### src/rtl/hangman_uart_pkg.sv
// Shared types and constants for the Hangman UART transmit path.
// Arbiter state encoding, byte width and default ack timeout.
package hangman_uart_pkg;

   localparam int BYTE_W          = 8;
   localparam int ACK_TIMEOUT_DEF = 16;

   typedef enum logic [2:0] {
      IDLE      = 3'b000,
      LAUNCH    = 3'b001,
      WAIT_ACK  = 3'b010,
      WAIT_DONE = 3'b100
   } arb_state_t;

endpackage

### src/rtl/rr_arbiter2.sv
// Two-way round-robin arbiter: combinational grant plus the
// last_grant flop that decides ties in favour of the other side.
module rr_arbiter2 (
   input  logic       clk,
   input  logic       nRst,
   input  logic [1:0] valid_i,
   input  logic       enable_i,
   output logic [1:0] grant_onehot_o
);

   logic       last_grant_q;
   logic       last_grant_d;
   logic [1:0] grant_d;

   // Pick a requester; on a tie favour the one not granted last.
   always_comb begin
      grant_d      = 2'b00;
      last_grant_d = last_grant_q;
      if (enable_i) begin
         unique case (valid_i)
            2'b01:   grant_d = 2'b01;
            2'b10:   grant_d = 2'b10;
            2'b11:   grant_d = last_grant_q ? 2'b01 : 2'b10;
            default: grant_d = 2'b00;
         endcase
      end
      if (grant_d != 2'b00) begin
         last_grant_d = grant_d[1];
      end
   end

   // Remember the winner; reset to 1 so requester 0 wins the first tie.
   always_ff @(posedge clk) begin
      if (!nRst) begin
         last_grant_q <= 1'b1;
      end else begin
         last_grant_q <= last_grant_d;
      end
   end

   assign grant_onehot_o = grant_d;

endmodule

### src/rtl/uart_tx_arbiter.sv
// Shares one uart_tx between two byte requesters with round-robin
// arbitration, a launch/ack/done handshake and an ack watchdog.
module uart_tx_arbiter
   import hangman_uart_pkg::*;
#(
   parameter int ACK_TIMEOUT = ACK_TIMEOUT_DEF,
   parameter int CNT_W       = 8
) (
   input  logic              clk,
   input  logic              nRst,
   input  logic              req0_valid,
   input  logic [BYTE_W-1:0] req0_byte,
   output logic              req0_ready,
   input  logic              req1_valid,
   input  logic [BYTE_W-1:0] req1_byte,
   output logic              req1_ready,
   input  logic              tx_ready,
   output logic              tx_ctrl,
   output logic [BYTE_W-1:0] tx_byte,
   output logic              busy,
   output logic              grant_id,
   output logic              done,
   output logic              timeout_err
);

   localparam logic [CNT_W-1:0] CNT_LAST = CNT_W'(ACK_TIMEOUT - 1);
   localparam logic [CNT_W-1:0] CNT_ONE  = CNT_W'(1);

   arb_state_t        state_q;
   logic [BYTE_W-1:0] hold_q;
   logic [CNT_W-1:0]  cnt_q;
   logic              rdy0_q;
   logic              rdy1_q;
   logic              ctrl_q;
   logic              busy_q;
   logic              gid_q;
   logic              done_q;
   logic              to_q;

   logic [1:0]        grant;
   logic              arb_en;

   assign arb_en = (state_q == IDLE) && tx_ready;

   rr_arbiter2 u_arb (
      .clk            (clk),
      .nRst           (nRst),
      .valid_i        ({req1_valid, req0_valid}),
      .enable_i       (arb_en),
      .grant_onehot_o (grant)
   );

   // Transfer sequencer: accept, launch, wait for ack, wait for frame end.
   always_ff @(posedge clk) begin
      if (!nRst) begin
         state_q <= IDLE;
         hold_q  <= '0;
         cnt_q   <= '0;
         rdy0_q  <= 1'b0;
         rdy1_q  <= 1'b0;
         ctrl_q  <= 1'b0;
         busy_q  <= 1'b0;
         gid_q   <= 1'b0;
         done_q  <= 1'b0;
         to_q    <= 1'b0;
      end else begin
         rdy0_q <= 1'b0;
         rdy1_q <= 1'b0;
         ctrl_q <= 1'b0;
         done_q <= 1'b0;
         to_q   <= 1'b0;
         case (state_q)
            IDLE: begin
               if (grant[0]) begin
                  rdy0_q  <= 1'b1;
                  hold_q  <= req0_byte;
                  gid_q   <= 1'b0;
                  busy_q  <= 1'b1;
                  state_q <= LAUNCH;
               end else if (grant[1]) begin
                  rdy1_q  <= 1'b1;
                  hold_q  <= req1_byte;
                  gid_q   <= 1'b1;
                  busy_q  <= 1'b1;
                  state_q <= LAUNCH;
               end
            end
            LAUNCH: begin
               ctrl_q  <= 1'b1;
               cnt_q   <= '0;
               state_q <= WAIT_ACK;
            end
            WAIT_ACK: begin
               if (!tx_ready) begin
                  cnt_q   <= '0;
                  state_q <= WAIT_DONE;
               end else if (cnt_q == CNT_LAST) begin
                  cnt_q   <= '0;
                  to_q    <= 1'b1;
                  busy_q  <= 1'b0;
                  state_q <= IDLE;
               end else begin
                  cnt_q <= cnt_q + CNT_ONE;
               end
            end
            WAIT_DONE: begin
               if (tx_ready) begin
                  done_q  <= 1'b1;
                  busy_q  <= 1'b0;
                  state_q <= IDLE;
               end
            end
            default: begin
               busy_q  <= 1'b0;
               state_q <= IDLE;
            end
         endcase
      end
   end

   assign req0_ready  = rdy0_q;
   assign req1_ready  = rdy1_q;
   assign tx_ctrl     = ctrl_q;
   assign tx_byte     = hold_q;
   assign busy        = busy_q;
   assign grant_id    = gid_q;
   assign done        = done_q;
   assign timeout_err = to_q;

endmodule

### config.mk
export PLATFORM = sky130hd
export DESIGN_NAME = uart_tx_arbiter
export DESIGN_NICKNAME = d
export VERILOG_FILES = /design/src/rtl/hangman_uart_pkg.sv /design/src/rtl/rr_arbiter2.sv /design/src/rtl/uart_tx_arbiter.sv
export SDC_FILE = /design/constraint.sdc
export NUM_CORES = 1
export LEC_CHECK = 0
export ABC_CLOCK_PERIOD_IN_PS = 3900
export BUFFER_PORTS_ARGS = -buffer_cell sky130_fd_sc_hd__buf_2
export CAP_MARGIN = 0
export CORE_MARGIN = 2
export CORE_UTILIZATION = 54
export CTS_CLUSTER_DIAMETER = 120
export DETAILED_ROUTE_END_ITERATION = 8
export MAX_ROUTING_LAYER = met4
export PLACE_DENSITY = 0.86
export REMOVE_ABC_BUFFERS = 1
export SYNTH_ARGS = -nofsm -noshare
export SYNTH_HDL_FRONTEND = slang
export SYNTH_SLANG_ARGS = --single-unit
### constraint.sdc
create_clock -name clk -period 3.9 [get_ports clk]
set_input_delay 0.78 -clock clk [delete_from_list [all_inputs] [get_ports clk]]
set_output_delay 0.78 -clock clk [all_outputs]
set_load 0.1 [all_outputs]
==> results.md, run 1 <==
- CP delay by family, top: buffers and inverters
- Max-cap violations: 0
- Crit. End Element: output port
- Largest net degree at the start of global routing: 19
- # nets final: 181
- Routed WL: roughly 2.4 mm
- Overall global routing resource usage: 20.7%
- Synth Warn #: 0
- Crit share post-route: 48.9%
- TritonCTS buffer count: 3
- Ranking of synthesized cells by area: dfxtp_1, mux2i_1, a21oi_1
- Clock skew: a little under 5 ps
- Maximum VDD drop: 0.262 mV
- Final antenna-violating net count: 0
- Pleak: 0.617 nW
- Most area-hungry cell type in the Yosys netlist: dfxtp_1
- Syn-to-layout area delta: 15.1%
- Path category of the worst min-delay check: reg -> reg
- Crit Path Class: reg -> out
- Post-DP HPWL: 1.76 mm
- Drt initial violations: 9
- # hold bufs at CTS: 0
- Cell variety after synth: 38
- Fin crit period: 1910 ps
- Req. time, crit path: 3120 ps
- Mapped Area: 1220 µm²
- Clock transition at path regs: 140 ps
- Tot Pwr: 0.572 mW
- Crit path largest cell delay: about 430 ps
- Routed via count: 1006
- Crit Path Max Fanout: 2
- Synth Instances: 126
- CP Cell Sequence: buf_2
- Die ar.: ~2700 µm²
- Number of iterations in the first detailed-routing pass: 4
- Top cell type's share of synthesized area: between 40% and 50%
- Post-CTS sizing: 0
- CTS Root Cell: clkbuf_4
- Final Slew Violations: 0
- Longest Clk Path Bufs: 2
- Sequential-to-total area share from yosys stat: 44.2%
- Synthesized flop and latch total: 27
- Fill cells: 214
- Worst Hold Slack: 473 ps
- Final setup margin: approximately 2000 ps
- Chip Width: about 52 µm
- H-tree levels: 1
- # Post-CTS Setup Buffers: 0
- Initial Utilization: 56.3%
- DIE HEIGHT: 51.6 µm
- # setup viols final: 0
- Crit path launch type: flop
- Routability cong.: approximately 0.83
- RSZ-0062 raised after global routing: no
- Worst-Margin Slew: ~580 ps
- I/O Buffers: 35
- DR DRC count: 0
- Pwr Density: ~410 nW/µm²
- Final Hold Vio Count: 0
- Mean post-synth cell area: slightly below 10 µm²
- Ant diodes: 0
- Fraction of layout cells with a size suffix above 1: 29.7%
- Slowest CP cell: buf_2
- Fmax: 525 MHz
- Drt wl/cell: 12.7 µm
- Placed Cells: 182
- First-pass GRT wire length: ~4 mm
- GRT overflow: 0
- CTS tree: yes
- Core area: 2170 µm²
- Clock latency on the worst-skew pair: 310 ps
- Crit path buf inv count: 1
- Arr. time, crit path: between 1000 and 1500 ps
- Non-Filler Instances: 186
- Ports: 36
- Std cell rows: 17
- Worst slew margin: between 60% and 70%
- Total Neg Setup Slack: 0 ps
- Status: completed
- Initial antenna violation count: 0
- Place WS: 1670 ps
- Vias per cell: approximately 5.4
- Vias in the first global route: 952
- CTS sink count: 27
registers in the layout (all words and copies together), names as in the netlist:
register / count
cnt_q: 8
tx_byte: 8
state_q: 3
busy: 1
done: 1
grant_id: 1
req0_ready: 1
req1_ready: 1
timeout_err: 1
tx_ctrl: 1
u_arb.last_grant_q: 1
cell families (layout without fill, tap and decap cells):
kind of cell             Yosys count  after routing  synth area share (%)
AO/OA/AOI/OAI                     32             32                  16.3
XOR/XNOR                           7              7                  5.63
adder cells (fa/ha/maj)            1              1                  1.02
buffers and inverters              8             40                  4.60
flip-flops                        27             27                  44.2
multiplexers                       8              8                  6.55
AND/OR/NAND/NOR                   43             43                  21.7
layer usage:
metal / track usage, % / share of wire (%) / routed length [µm]
met5: - / 0 / 0
met1: 24.5 / 47 / 1100
met3: 4.31 / 5.1 / 121
met4: 5.26 / 0.64 / 15
met2: 36.1 / 48 / 1130
power breakdown:
part | switching, mW | internal [mW]
combinational | 0.117 | 0.0371
clock | 0.0763 | 0.0383
sequential | 0.0128 | 0.291
placed cells by master (no fill, tap or decap), types with 2 or more instances in the layout:
cell,count
dfxtp_1,27
nand3_1,4
o21a_1,2
buf_2,35
mux2i_1,8
clkbuf_4,3
nor4_1,2
nor2_1,10
and2_1,2
nand3b_1,2
o21ai_1,10
nor4b_2,2
a21oi_1,11
xnor2_1,5
nand2_1,8
nor3_1,4
and3_1,2
metrics by stage:
step	util (%)	instance area, µm²
after floorplan	-	1170
after global placement	63.6	1380
after detailed placement	63.6	1380
after CTS	64.9	1410
after global routing	64.9	1410
final	64.9	1410
Yosys cell counts (all sizes together):
cell	count
inv	1
nand4	1
nand2	8
o211ai	1
a31oi	1
nor3	4
a21oi	11
nand4bb	1
a22oi	1
a21o	1
mux2i	8
xor2	1
nand3b	2
o221a	1
or2	1
nand2b	1
buf	7
nor4b	4
nor2	10
and2	2
and3	2
xnor2	6
dfxtp	27
nand3	4
o21ai	11
ha	1
o21a	3
a211oi	1
nor4	3
o21bai	1
area by class of cell:
type                            instances  area, µm²  share of cell area [%]
Sequential cell                        27        541                    38.4
Clock inverter                          1       5.00                   0.356
Multi-Input combinational cell         91        626                    44.4
Clock buffer                            3       22.5                    1.60
Timing Repair Buffer                   35        175                    12.4
Tap cell                               28       35.0                    2.49
Inverter                                1       3.75                   0.267
worst paths after layout:
kind,from,end,slack [ps],cells after the start
setup reg to reg,state_q[2]$_SDFFE_PN0P_,tx_byte[7]$_SDFFE_PN0P_,2040,4
hold / removal,grant_id$_SDFFE_PN0P_,grant_id$_SDFFE_PN0P_,470,2
setup / recovery,tx_byte[3]$_SDFFE_PN0P_,tx_byte[3],1990,1
hold reg to reg,grant_id$_SDFFE_PN0P_,grant_id$_SDFFE_PN0P_,470,2
Note: power is estimated with default switching activity, not from simulation.
==> run 2: changes to the inputs <==
- ABC_CLOCK_PERIOD_IN_PS: 3900 -> 1700
- CORE_UTILIZATION: 54 -> 45
- PLACE_DENSITY: 0.86 -> 0.77
- clock period: 3.9 -> 1.7 ns (I/O delays scaled with it)
==> run 2 against run 1 <==
Compared with the run above: hold slack got worse by 200 ps; design area grew 1.7%; via count increased by 1.2%; cell count increased by 2.7%; count of clock-buffer cells in the layout up 1; sequential share of layout area decreased by 0.64 points; global-route usage decreased by 4.0 points; register-to-register slack got worse by 1900 ps; routed wire length up 0.30%; clock skew up 1.8 ps; non-clock buffer count grew 3; largest cell class unchanged.
==> results.md, run 2 (synthesized netlist as in run 1, its figures left out) <==
- Crit. End Element: flop
- First-pass GRT wire length: 4.22 mm (+4.6%)
- RSZ-0062 raised after global routing: no
- Routed WL: 2.37 mm (+0.30%)
- Path category of the worst min-delay check: in -> reg
- Syn-to-layout area delta: 17.1%
- GRT overflow: 0 (unchanged)
- Place WS: 136 ps (-1540 ps)
- Std cell rows: 18 (+1)
- Seq. cell area: 541 µm² (unchanged)
- Arr. time, crit path: 1750 ps (+620 ps)
- Area of the multi-input gates: 626 µm² (unchanged)
- Ports: 36 (unchanged)
- Placed Area: 1410 µm² (+1.8%)
- Fmax: about 650 MHz
- Overall global routing resource usage: 16.7% (-4.0 points)
- Worst-Margin Slew: 494 ps (-90.0 ps)
- Fraction of layout cells with a size suffix above 1: 30.4% (+0.69 points)
- Drt initial violations: 19 (+10)
- Vias in the first global route: 1017 (+6.8%)
- Routability cong.: 0.806 (-2.9%)
- Pleak: 0.629 nW (+1.9%)
- Longest Clk Path Bufs: 2 (unchanged)
- Clock skew: 6.65 ps (+1.79 ps)
- Maximum VDD drop: 0.642 mV (+150%)
- CTS Root Cell: clkbuf_4
- Crit Path Max Fanout: 8 (+6)
- CTS tree: yes
- Most used cells in the layout excluding fill and tap cells: buf_2, dfxtp_1, a21oi_1, o21ai_1, nor2_1
- Chip Width: 56.1 µm (+8.8%)
- Post-DP HPWL: 1.83 mm (+4.1%)
- Routed via count: 1018 (+1.2%)
- Final setup margin: 151 ps (-1840 ps)
- Die ar.: 3150 µm² (+18%)
- Final antenna-violating net count: 0 (unchanged)
- I/O Buffers: 35 (unchanged)
- Ant diodes: 0 (unchanged)
- # setup viols final: 0 (unchanged)
- Largest net degree at the start of global routing: 19 (unchanged)
- Vias per cell: 5.33 (-1.5%)
- DR DRC count: 0 (unchanged)
- Crit share post-route: between 90% and 100%
- TritonCTS buffer count: 3 (unchanged)
- Initial Utilization: 48.5% (-7.9 points)
- Final Hold Vio Count: 0 (unchanged)
- Fin crit period: 1550 ps
- Final Slew Violations: 0 (unchanged)
- # hold bufs at CTS: 0 (unchanged)
- Fill cells: 227 (+6.1%)
- CTS sink count: 27 (unchanged)
- H-tree levels: 1 (unchanged)
- Commonest non-fill, non-tap cell in the layout: buf_2
- Post-CTS sizing: 0 (unchanged)
- Clock latency on the worst-skew pair: 310 ps (about the same)
- Pwr Density: 917 nW/µm² (+130%)
- Total Neg Setup Slack: 0 ps (unchanged)
- DIE HEIGHT: 56.1 µm (+8.8%)
- Core area: 2520 µm² (+16%)
- Finished Cell Area: 1430 µm² (+1.7%)
- # nets final: 184 (+1.7%)
- Req. time, crit path: 1900 ps (-1220 ps)
- Number of iterations in the first detailed-routing pass: 4 (unchanged)
- Max-cap violations: 0 (unchanged)
- # Post-CTS Setup Buffers: 0 (unchanged)
- Drt wl/cell: 12.4 µm (-2.3%)
- Clock transition at path regs: 130 ps (about the same)
- Worst slew margin: 67.3% (+6.3 points)
- Status: completed
- Initial antenna violation count: 0 (unchanged)
- Crit path launch type: flop
- Crit Path Class: reg -> reg
-- run 2: worst max-delay path: stages, from the launching register on --
cell     delay (ps)
dfxtp_1         570
xnor2_2         190
or2_1           320
o21ai_2         270
nor2_1           90
-- run 2: path summary, 6_finish.rpt --
check | start | end | slack [ps] | cells past startpoint
setup / recovery | state_q[1]$_SDFFE_PN0P_ | cnt_q[4]$_SDFFE_PN0P_ | 150 | 4
hold / removal | tx_ready | state_q[2]$_SDFFE_PN0P_ | 280 | 2
setup reg to reg | state_q[1]$_SDFFE_PN0P_ | cnt_q[4]$_SDFFE_PN0P_ | 150 | 4
hold reg to reg | grant_id$_SDFFE_PN0P_ | grant_id$_SDFFE_PN0P_ | 460 | 2
-- run 2: where the power goes --
part | internal, mW | switching [mW] | total (mW)
registers | 0.667 | 0.0260 | 0.692
clock network | 0.0915 | 0.169 | 0.261
logic | 0.0892 | 0.270 | 0.359
-- run 2: final cells by class --
type,instances,share of cell area [%]
clock buffers,4,1.84
flip-flops and latches,27,37.8
well taps,30,2.62
repair buffers,38,13.8
multi-input cells,91,43.7
inverters,1,0.262
-- run 2: metrics by stage --
step	total power [mW]	utilization, %	std cells	hold slack (ps)
after CTS	1.33	56.7	191	261
after detailed placement	1.07	55.7	187	449
after floorplan	0.986	-	119	417
after global placement	1.06	55.7	187	449
after global routing	1.38	56.7	191	281
final	1.31	56.7	191	276
-- run 2: per-layer routing --
metal	global-route usage [%]	part of all wire [%]	routed length (µm)	vias up
li1	-	-	-	525
met1	19.8	45	1060	458
met2	28.6	50	1170	33
met3	2.09	5.1	122	2
met4	6.80	0.72	17	0
met5	-	0	0	-
